**config.mk**
```make
export PLATFORM = sky130hd
export DESIGN_NAME = bcd_digit_accumulator
export DESIGN_NICKNAME = d
export VERILOG_FILES = /design/src/rtl/bcd_digit_accumulator.sv
export SDC_FILE = /design/constraint.sdc
export NUM_CORES = 1
export LEC_CHECK = 0
export CORE_MARGIN = 4
export CORE_UTILIZATION = 50
export CTS_CLUSTER_DIAMETER = 60
export DETAILED_ROUTE_END_ITERATION = 6
export PLACE_DENSITY = 0.81
export REMOVE_ABC_BUFFERS = 1
export SLEW_MARGIN = 20
export SYNTH_ARGS = -nofsm -noshare
export SYNTH_HDL_FRONTEND = slang
export SYNTH_SLANG_ARGS = --single-unit
```
**constraint.sdc**
```tcl
create_clock -name clk -period 2.9 [get_ports clk]
set_clock_uncertainty 0.2 [all_clocks]
set_input_delay 0.58 -clock clk [delete_from_list [all_inputs] [get_ports clk]]
set_output_delay 0.58 -clock clk [all_outputs]
set_load 0.02 [all_outputs]
```
**src/rtl/bcd_digit_accumulator.sv**
```systemverilog
// Decimal digit entry to binary: value <= value*10 + digit via a 3-cycle shift-add FSM.
// Optional macro SCORE_SATURATE_EN clamps value to all-ones on overflow instead of wrapping.
module bcd_digit_accumulator #(
    parameter int WIDTH      = 8,
    parameter int MAX_DIGITS = 3
) (
    input  logic             clk,
    input  logic             reset,
    input  logic             clear,
    input  logic             digit_valid,
    input  logic [3:0]       digit,
    output logic             digit_ready,
    output logic [WIDTH-1:0] value,
    output logic [2:0]       count,
    output logic             full,
    output logic             busy,
    output logic             bad_digit,
    output logic             overflow
);

    localparam int         AW        = WIDTH + 4;
    localparam logic [2:0] MAX_COUNT = 3'(MAX_DIGITS);

    typedef enum logic [1:0] {
        S_IDLE = 2'd0,
        S_X8   = 2'd1,
        S_X2   = 2'd2,
        S_ADD  = 2'd3
    } state_t;

    state_t            state_q, state_d;
    logic [WIDTH-1:0]  value_q, value_d;
    logic [2:0]        count_q, count_d;
    logic              ovf_q, ovf_d;
    logic              bad_q, bad_d;
    logic [3:0]        digit_q, digit_d;
    logic [AW-1:0]     acc_q, acc_d;

    logic              full_s;
    logic              transfer_s;
    logic [AW-1:0]     sum_s;

    assign full_s     = (count_q == MAX_COUNT);
    assign transfer_s = (state_q == S_IDLE) && !full_s && digit_valid;
    assign sum_s      = acc_q + AW'(digit_q);

    // State register
    always_ff @(posedge clk) begin
        if (reset) begin
            state_q <= S_IDLE;
        end else begin
            state_q <= state_d;
        end
    end

    // Next-state logic; clear aborts any operation in flight
    always_comb begin
        state_d = state_q;
        if (clear) begin
            state_d = S_IDLE;
        end else begin
            case (state_q)
                S_IDLE: begin
                    if (transfer_s && (digit <= 4'd9)) begin
                        state_d = S_X8;
                    end else begin
                        state_d = S_IDLE;
                    end
                end
                S_X8:    state_d = S_X2;
                S_X2:    state_d = S_ADD;
                S_ADD:   state_d = S_IDLE;
                default: state_d = S_IDLE;
            endcase
        end
    end

    // Datapath next-state: x8, then +x2, then +digit with overflow detection
    always_comb begin
        value_d = value_q;
        count_d = count_q;
        ovf_d   = ovf_q;
        bad_d   = 1'b0;
        digit_d = digit_q;
        acc_d   = acc_q;
        if (clear) begin
            value_d = '0;
            count_d = 3'd0;
            ovf_d   = 1'b0;
            digit_d = 4'd0;
            acc_d   = '0;
        end else begin
            case (state_q)
                S_IDLE: begin
                    if (transfer_s) begin
                        if (digit <= 4'd9) begin
                            digit_d = digit;
                        end else begin
                            bad_d = 1'b1;
                        end
                    end else begin
                        digit_d = digit_q;
                    end
                end
                S_X8: acc_d = AW'(value_q) << 3;
                S_X2: acc_d = acc_q + (AW'(value_q) << 1);
                S_ADD: begin
                    count_d = count_q + 3'd1;
                    if (sum_s[AW-1:WIDTH] != 4'd0) begin
                        ovf_d = 1'b1;
`ifdef SCORE_SATURATE_EN
                        value_d = {WIDTH{1'b1}};
`else
                        value_d = sum_s[WIDTH-1:0];
`endif
                    end else begin
                        value_d = sum_s[WIDTH-1:0];
                    end
                end
                default: acc_d = acc_q;
            endcase
        end
    end

    // Datapath registers
    always_ff @(posedge clk) begin
        if (reset) begin
            value_q <= '0;
            count_q <= 3'd0;
            ovf_q   <= 1'b0;
            bad_q   <= 1'b0;
            digit_q <= 4'd0;
            acc_q   <= '0;
        end else begin
            value_q <= value_d;
            count_q <= count_d;
            ovf_q   <= ovf_d;
            bad_q   <= bad_d;
            digit_q <= digit_d;
            acc_q   <= acc_d;
        end
    end

    // Outputs decoded only from registers
    always_comb begin
        digit_ready = (state_q == S_IDLE) && !full_s;
        busy        = (state_q != S_IDLE);
        full        = full_s;
        value       = value_q;
        count       = count_q;
        bad_digit   = bad_q;
        overflow    = ovf_q;
    end

endmodule

```
Word-level counts from Yosys, hierarchy flattened
Cells that the tools add are included.
{"block": "totals", "elab_cells": 33, "in_bits": 8, "ff_bits": 31}
{"block": "classes", "n_mux": 4, "addsub": 3, "reduce_logical": 12, "bitwise_logic": 2, "order_cmp": 1, "eq_ne": 4}
{"cell": "one-hot mux 12 bit (2 select lines)", "count": 1}
{"cell": "adder 12 x 4 -> 12 bit", "count": 1}
{"cell": "adder 12 x 9 -> 12 bit", "count": 1}
{"cell": "one-hot mux 2 bit (4 select lines)", "count": 1}
{"cell": "equality test 2 bit, second input constant", "count": 2}
{"cell": "less-or-equal comparator 4 bit, second input constant", "count": 1}
{"cell": "nonzero test 2 bit", "count": 2}
{"cell": "nonzero test 4 bit", "count": 1}
{"cell": "OR reduction 4 bit", "count": 1}
{"cell": "adder 3 x 1 -> 3 bit, second input constant", "count": 1}
{"cell": "equality test 3 x 2 -> 1 bit, second input constant", "count": 1}
{"cell": "logical AND 1 bit", "count": 3}
{"cell": "AND reduction 3 bit", "count": 1}
{"cell": "equality test 2 x 1 -> 1 bit, second input constant", "count": 1}
{"cell": "zero test 2 bit", "count": 1}
{"cell": "2-to-1 mux 1 bit", "count": 2}
{"cell": "NOT 1 bit", "count": 2}
{"cell": "AND reduction 2 bit", "count": 1}
{"cell": "OR reduction 2 bit", "count": 1}
{"cell": "zero test 1 bit", "count": 1}

Logic depth before layout (Yosys ltp)
Gate-level depths: netlist of run 1.
{"block": "logic_depth", "depth_word": 7, "ltp_mapped": 8, "depth_no_buf": 8}

Worst setup path after synthesis of run 1
No wires, ideal clock.
{"block": "synth_path", "path_type": "reg2reg", "from": "register count_q[0] (netlist: count[0])", "to": "register digit_q[0]", "path_stages_with_launch": 8, "arrival_time_ns": 1.864, "slack_ns": 0.709, "period_less_slack_ns": 2.191, "required_time_ns": 2.572, "path_cell_list": "dfxtp_1 -> ha_1 -> ha_1 -> nor2b_1 -> nand2_1 -> nor2_1 -> mux2i_1 -> nor2_1"}
{"block": "synth_between", "elab_chain_cells": 5}
{"element": "start: declaration", "line_no": "33", "text": "logic [2:0] count_q, count_d;"}
{"element": "start signal: assignment", "line_no": "136", "text": "count_q <= count_d;"}
{"element": "equality test 3 x 2 -> 1 bit", "line_no": "43", "text": "assign full_s = (count_q == MAX_COUNT);"}
{"element": "named net full", "line_no": "15", "text": "output logic full,"}
{"element": "zero test 1 bit"}
{"element": "logical AND 1 bit"}
{"element": "named net digit_ready", "line_no": "12", "text": "output logic digit_ready,"}
{"element": "logical AND 1 bit", "line_no": "44", "text": "assign transfer_s = (state_q == S_IDLE) && !full_s && digit_valid;"}
{"element": "AND reduction 3 bit (no line)"}
{"element": "end signal: assignment", "line_no": "139", "text": "digit_q <= digit_d;"}
{"element": "end: declaration", "line_no": "36", "text": "logic [3:0] digit_q, digit_d;"}
The timed path passes the listed nets, and every way through them passes these cells.
A chain may end at the register's enable or synchronous reset.

Worst setup path in the final report of run 1
{"block": "layout_path", "from": "register count_q[0] (netlist: count[0])", "to": "output digit_ready"}
{"block": "layout_between", "elab_chain_cells": 3}
{"element": "equality test 3 x 2 -> 1 bit", "line_no": "43"}
{"element": "zero test 1 bit", "line_no": "146", "text": "digit_ready = (state_q == S_IDLE) && !full_s;"}
{"element": "logical AND 1 bit", "line_no": "146"}
{"element": "end: declaration", "line_no": "12"}
No other way between the ends.

==> results.toml, run 1 <==
[global_routing]
grt_pass1_vias = 1580
gr-total-overflow = 0
grt_max_degree = 20
antenna_found_initial = 0
grt_use_total = 0.191
grt_pass1_wl_um = 7560

[clock_network]
cts_tree = "done"
hold_buffers = 0
postCtsSetupBuffers = 0
clk_pin_slew_ns = 0.06
cts_made_buffers = 5
cts-root-buf = "clkbuf_8"
post_cts_resized = 0
cts.sinks = 30
clock_latency_ns = 0.28
h-tree-depth = 2
cts_buffer_depth = 2

[synth]
ys_seq_area_frac = 0.310
synth_ff_type = "dfxtp_1"
syn_area_mm2 = 0.00194
ys_seq_elements = 30
synth_edf_count = 0
synthCells = 226
synthTopCellsByCount = "dfxtp_1 (30), nor2_1 (24), ha_1 (18), o21ai_0 (14), nand2_1 (12)"
yosysTopAreaCell = "dfxtp_1"
ys_warn_count = 0
syn_avg_cell_area_um2 = 8.58
ys_types = 51
synth_area_leaders = "dfxtp_1 (31%), ha_1 (12%), nor2_1 (4.6%), mux2i_1 (4.1%), o21ai_0 (3.6%)"
synth_top_area_frac = 0.310
synth_most_common_cell = "dfxtp_1"
async_flop_share = 0

[worst_setup_path]
arrival_ns = 1.82
crit_path_end_kind = "primary output"
worst-path-max-fanout = 3
r2r-start = "value[0]"
r2r_slack_ns = 0.61
crit_required_ns = 2.12
reg2reg_to = "acc_q[11]"
crit_type = "reg2out"
startpoint_type = "flip-flop"
rr_worst_depth = 8

[route]
wl_met1_um = 2060
ant_nets = 0
drc = 0
wl_per_cell_um = 14.8
wl_um = 4410
num_vias = 1714
wl_met3_um = 188
top_layer = "met4"
drt_pre_antenna_iters = 5
wl_met2_um = 2110
vias_per_cell = 5.75
first_iter_violations = 126

[placed_design]
io_buffers = 23
gp_congestion = 0.861
hpwl_um = 3270
placed_area_mm2 = 0.00221

[sta]
max_freq_ghz = 0.385
rsz0062_at_grt = "no"
slew_headroom = 0.695
final.setup.tns_ns = 0
drv_slew = 0
post-route-min-period_ns = 2.60
tightest_slew_ns = 0.457
final-setup-viol-count = 0
finalCritPeriodShare = 0.896
hold_violations = 0
fin_hold_ws_ns = 0.293

[layout]
fillers = 335
nets = 276
finish.instance_area_mm2 = 0.00232
diodes = 0
drive_gt1_frac = 0.0800
syn_to_final_growth_pct = 19.5

[die]
fp-row-count = 22
start_util = 0.522
num_io_pins = 24
die_h_um = 70.3
chipWidth_um = 70.3
die_area_mm2 = 0.00494
core_area_mm2 = 0.00372

[min_path]
holdPathStages = 2
hold_end = "overflow"
hp-start = "overflow"
min_path_type = "reg2reg"

[power]
p_leak_uw = 0.000916
ir_worst_vdd_uv = 319
pwr_density_cell_mw_per_mm2 = 388

[flow_run]
drv_cap = 0

[run_status]
outcome = "complete, no violations"
-- metal layers --
layer / vias up / global-route usage
li1: 867 / -
met1: 800 / 0.246
met2: 42 / 0.313
met3: 5 / 0.0360
met4: 0 / 0.0745
met5: - / 0
-- layout by cell type, fill, tap and decap left out, types with 2 or more instances in the layout --
master,Yosys,layout
a211oi_1,9,9
a21o_1,3,3
a21oi_1,9,9
a31oi_1,4,4
and2_1,4,4
and3_1,3,3
buf_4,0,4
clkbuf_8,0,5
clkdlybuf4s50_1,0,23
clkinv_2,0,2
dfxtp_1,30,30
ha_1,18,18
inv_1,10,10
mux2i_1,8,8
nand2_1,12,12
nand2b_1,2,2
nand3_1,5,5
nand3b_1,4,4
nand4_1,2,2
nor2_1,24,24
nor2b_1,5,5
nor3_1,6,6
nor3b_1,2,2
o211ai_1,3,3
o21a_1,4,4
o21ai_0,14,14
o22ai_1,3,3
xnor2_1,7,7
xor2_1,2,2
-- worst max path at each step --
| stage | from | endpoint | slack (ns) | depth (start not counted) |
|---|---|---|---|---|
| CTS | count[0] | digit_ready | 0.30 | 4 |
| global route | count[0] | digit_ready | 0.23 | 4 |
| global placement | count[0] | digit_ready | 0.65 | 4 |
| detailed placement | count[0] | digit_ready | 0.62 | 4 |
| finish | count[0] | digit_ready | 0.30 | 4 |
| floorplan | count[0] | digit_q[0] | 0.71 | 7 |
-- power breakdown --
part	total (uW)	switching (uW)	leakage [uW]	internal (uW)
logic	63.0	34.7	0.000616	28.2
registers	420	3.86	0.000242	416
clock network	417	164	0.0000579	252
-- stage by stage --
| stage | total power [uW] | util | worst slack (ns) | cells |
|---|---|---|---|---|
| after floorplan | 464 | - | 0.712 | 215 |
| after global placement | 491 | 0.595 | 0.652 | 290 |
| after detailed placement | 492 | 0.595 | 0.616 | 290 |
| after CTS | 905 | 0.624 | 0.300 | 298 |
| after global routing | 926 | 0.624 | 0.227 | 298 |
| final | 899 | 0.624 | 0.301 | 298 |
-- state kept, by name, indices dropped and copies added, names as in the netlist --
name       cells
state_q        2
acc_q         11
count          3
value          8
bad_digit      1
overflow       1
digit_q        4
-- area by class of cell --
type	instances	area, um^2	share of cell area
Multi-Input combinational cell	175	1250	0.540
Sequential cell	30	601	0.259
Timing Repair Buffer	27	260	0.112
Clock buffer	5	68.8	0.0297
Tap cell	48	60.1	0.0259
Clock inverter	3	40.0	0.0173
Inverter	10	37.5	0.0162
-- cell families after synthesis --
family	Yosys count	synth area share
buffers and inverters	21	0.0452
xor gates and xnor gates	9	0.0406
DFF	30	0.310
muxes	8	0.0413
AOI/OAI and AO/OA	65	0.241
and+or+nand+nor	74	0.195
adders and majority gates	19	0.126
-- worst max-delay path, cell delays in order, from the launching register on --
cell and delay (ns):
dfxtp_1 0.33, ha_1 0.20, ha_1 0.19, nor2b_1 0.18, clkdlybuf4s50_1 0.63
No activity file was read; power rests on OpenSTA's default activity.
==> inputs of run 2 (changes only) <==
CORE_MARGIN = not set   (was 4)
==> run 2 against run 1 <==
Effect of this change: via count is 0.12% higher; clock power about the same; utilization rose by 0.40 points; total power shrank 0.17%; hold slack got worse by 0.011 ns; flip-flop and latch count unchanged; worst setup slack improved by 0.035 ns; critical path depth did not move; sequential share of layout area about the same; combinational power is essentially flat; clock-buffer cell count increased by 2; critical path type unchanged; critical endpoint unchanged.
==> results.toml, run 2 (same netlist as run 1, synthesis figures left out) <==
[placed_design]
hpwl_um = 3180
placed_area_mm2 = 0.00221
io_buffers = 23
gp_congestion = 0.842

[route]
wl_um = 4410
drc = 0
first_iter_violations = 87
num_vias = 1716
drt_pre_antenna_iters = 4
ant_nets = 0
vias_per_cell = 5.76
wl_per_cell_um = 14.8

[worst_setup_path]
cpMostUsedCell = "ha_1"
worst-path-max-fanout = 3
crit_type = "reg2out"
crit_path_end_kind = "primary output"
critPathMaxStageDelay_ns = 0.63
arrival_ns = 1.78
crit_required_ns = 2.12
path_buf_inv = 1
crit_chain = "ha_1, ha_1, nor2b_1, clkdlybuf4s50_1"
path_delay_family = "buffers and inverters"
cpMaxStageDelayCell = "clkdlybuf4s50_1"
startpoint_type = "flip-flop"

[min_path]
min_path_type = "reg2reg"

[sta]
final-setup-viol-count = 0
final.setup.tns_ns = 0
rsz0062_at_grt = "no"
drv_slew = 0
slew_headroom = 0.738
hold_violations = 0
finalCritPeriodShare = 0.884
post-route-min-period_ns = 2.56
tightest_slew_ns = 0.393
max_freq_ghz = 0.390

[global_routing]
antenna_found_initial = 0
grt_use_total = 0.240
gr-total-overflow = 0
grt_max_degree = 20
grt_pass1_wl_um = 7640
grt_pass1_vias = 1669

[power]
p_leak_uw = 0.000910
ir_worst_vdd_uv = 284
pwr_density_cell_mw_per_mm2 = 388
finalPower_uw = 898

[layout]
syn_to_final_growth_pct = 19.4
drive_gt1_frac = 0.0720
finish.instance_area_mm2 = 0.00232
layout_common_cells = "dfxtp_1 (30), nor2_1 (24), clkdlybuf4s50_1 (23), ha_1 (18), o21ai_0 (14)"
nets = 276
multi_input_area_mm2 = 0.00125
fillers = 328
diodes = 0
max_flop_register = "acc_q"
top_regs = "acc_q: 11 flops, value: 8 flops, digit_q: 4 flops"
largest_reg_flops = 11
layout_commonest_cell = "dfxtp_1"
regArea_um2 = 601

[clock_network]
postCtsSetupBuffers = 0
h-tree-depth = 2
cts-root-buf = "clkbuf_8"
cts_buffer_depth = 2
clk_pin_slew_ns = 0.06
cts.sinks = 30
clock_latency_ns = 0.28
cts_made_buffers = 5
cts_tree = "done"
post_cts_resized = 0
hold_buffers = 0

[die]
num_io_pins = 24
chipWidth_um = 64.3
die_area_mm2 = 0.00413
die_h_um = 64.3
start_util = 0.526
fp-row-count = 22
core_area_mm2 = 0.00369

[flow_run]
drv_cap = 0

[run_status]
outcome = "complete, no violations"
[run 2: final timing paths]
path         depth (start not counted)  slack [ns]     start          end
min                                  2        0.28  overflow     overflow
max                                  4        0.34  count[0]  digit_ready
max reg2reg                          8        0.61  acc_q[1]    acc_q[11]
min reg2reg                          2        0.28  overflow     overflow
[run 2: per-layer routing]
metal  global-route usage  part of all wire  routed length [um]
met1                0.299              0.48                2110
met2                0.408              0.48                2110
met3               0.0536             0.034                 150
met4               0.0750            0.0091                  40
met5                    0                 0                   0
[run 2: stage by stage]
step / utilization / std cells / setup WS [ns] / hold slack, ns
after global placement: 0.599 / 290 / 0.669 / 0.276
after global routing: 0.628 / 298 / 0.253 / 0.317
after CTS: 0.628 / 298 / 0.322 / 0.293
after floorplan: - / 215 / 0.712 / 0.260
after detailed placement: 0.599 / 290 / 0.647 / 0.279
final: 0.628 / 298 / 0.336 / 0.282
[run 2: power breakdown]
part | total (uW) | switching (uW) | internal [uW]
registers | 420 | 3.77 | 416
logic | 63.2 | 35.0 | 28.2
clock network | 415 | 158 | 257
[run 2: final cells by class]
cell class / instances / area share
clock buffers: 7 / 0.0330
clock inverters: 1 / 0.0130
inverters: 10 / 0.0162
multi-input cells: 175 / 0.540
flip-flops and latches: 30 / 0.259
well taps: 48 / 0.0259
repair buffers: 27 / 0.112
[run 2: tightest hold or removal path, cell delays in order (launching register included)]
cell,delay (ns)
dfxtp_1,0.33
nand2_1,0.05
o211ai_1,0.07
==> inputs of run 3 (changes only) <==
clock period = 2.56 ns   (was 2.9 ns; I/O delays follow)
==> run 3 against run 2 <==
Effect of this change: via count down 0.99%; global-route usage up 0.61 points; register-to-register slack lost 0.33 ns; worst setup slack worse by 0.087 ns; routed wire length increased by 2.1%; utilization up 0.44 points; final cell count unchanged; sequential power increased by 13%; combinational power grew 16%; largest cell class unchanged.
==> results.toml, run 3 (same netlist as run 1, synthesis figures left out) <==
[sta]
drv_slew = 0
post-route-min-period_ns = 2.31
finalCritPeriodShare = 0.903
final-setup-viol-count = 0
slew_headroom = 0.689
hold_violations = 0
rsz0062_at_grt = "no"
final.setup.tns_ns = 0
max_freq_ghz = 0.433
tightest_slew_ns = 0.467

[global_routing]
grt_use_total = 0.246
gr-total-overflow = 0
grt_max_degree = 20
grt_pass1_wl_um = 7710
antenna_found_initial = 0
grt_pass1_vias = 1669

[clock_network]
clk_pin_slew_ns = 0.06
cts_made_buffers = 5
cts.sinks = 30
h-tree-depth = 2
hold_buffers = 0
cts_buffer_depth = 2
cts-root-buf = "clkbuf_8"
clock_latency_ns = 0.29
cts_tree = "done"

[route]
wl_per_cell_um = 15.1
wl_um = 4500
num_vias = 1699
first_iter_violations = 58
drc = 0
vias_per_cell = 5.70
drt_pre_antenna_iters = 5
ant_nets = 0

[die]
chipWidth_um = 64.3
die_area_mm2 = 0.00413
num_io_pins = 24
start_util = 0.526
fp-row-count = 22
core_area_mm2 = 0.00369
die_h_um = 64.3

[layout]
layout_common_cells = "dfxtp_1 (30), nor2_1 (24), clkdlybuf4s50_1 (22), ha_1 (18), o21ai_0 (14)"
fillers = 349
fin_cells = 298
largest_reg_flops = 11
syn_to_final_growth_pct = 20.3
drive_gt1_frac = 0.0800
diodes = 0
nets = 277
layout_commonest_cell = "dfxtp_1"
max_flop_register = "acc_q"
top_regs = "acc_q: 11 flops, value: 8 flops, digit_q: 4 flops"

[placed_design]
gp_congestion = 0.861
dp_cells = 291
io_buffers = 23
hpwl_um = 3270

[worst_setup_path]
arrival_ns = 1.60
crit_type = "reg2out"
crit_required_ns = 1.85
crit_path_end_kind = "primary output"
worst-path-max-fanout = 3
startpoint_type = "flip-flop"

[power]
finalPower_uw = 1040
ir_worst_vdd_uv = 439
p_leak_uw = 0.000922
pwr_density_cell_mw_per_mm2 = 445

[min_path]
min_path_type = "reg2reg"

[run_status]
outcome = "complete, no violations"

[flow_run]
drv_cap = 0
-- run 3: critical path, stage by stage, from the launching register on --
cell,delay (ns)
dfxtp_1,0.38
ha_1,0.17
ha_1,0.16
clkdlybuf4s50_1,0.61
-- run 3: area by class of cell --
cell class / count / area, um^2 / area share
clock buffers: 6 / 82.6 / 0.0354
clock inverters: 1 / 30.0 / 0.0129
inverters: 10 / 37.5 / 0.0161
multi-input cells: 175 / 1250 / 0.536
flip-flops and latches: 30 / 601 / 0.258
well taps: 48 / 60.1 / 0.0258
repair buffers: 28 / 270 / 0.116
-- run 3: metal layers --
| layer | global-route usage | vias up | share of wire |
|---|---|---|---|
| met5 | 0 | - | 0 |
| met4 | 0.0750 | 0 | 0.014 |
| met3 | 0.0750 | 7 | 0.038 |
| met2 | 0.432 | 30 | 0.49 |
| met1 | 0.284 | 793 | 0.46 |
| li1 | - | 869 | - |
-- run 3: path summary, 6_finish.rpt --
kind                            startpoint        end  slack [ns]  cells past startpoint
worst max-delay path              count[0]       full        0.25                      3
worst min-delay path              overflow   overflow        0.29                      2
worst max register to register    value[0]  acc_q[11]        0.28                      8
worst min register to register    overflow   overflow        0.29                      2
-- run 3: stage by stage --
| step | utilization | hold WS (ns) | cell area, um^2 | setup WS [ns] |
|---|---|---|---|---|
| after floorplan | - | 0.260 | 1890 | 0.372 |
| after global placement | 0.601 | 0.272 | 2220 | 0.386 |
| after detailed placement | 0.601 | 0.275 | 2220 | 0.335 |
| after CTS | 0.632 | 0.290 | 2330 | 0.0295 |
| after global routing | 0.632 | 0.327 | 2330 | 0.0930 |
| final | 0.632 | 0.293 | 2330 | 0.249 |
-- run 3: where the power goes --
group	switching, uW	internal (uW)	total, uW
clock	178	311	489
sequential	4.27	471	476
combinational	40.3	32.7	73.0
total	223	815	1040
-- run 3: repair_timing --
action / 4_1_cts / 5_1_grt
resized for setup: 0 / 1
endpoints found under the setup margin: 0 / 1
buffers inserted: 0 / 0
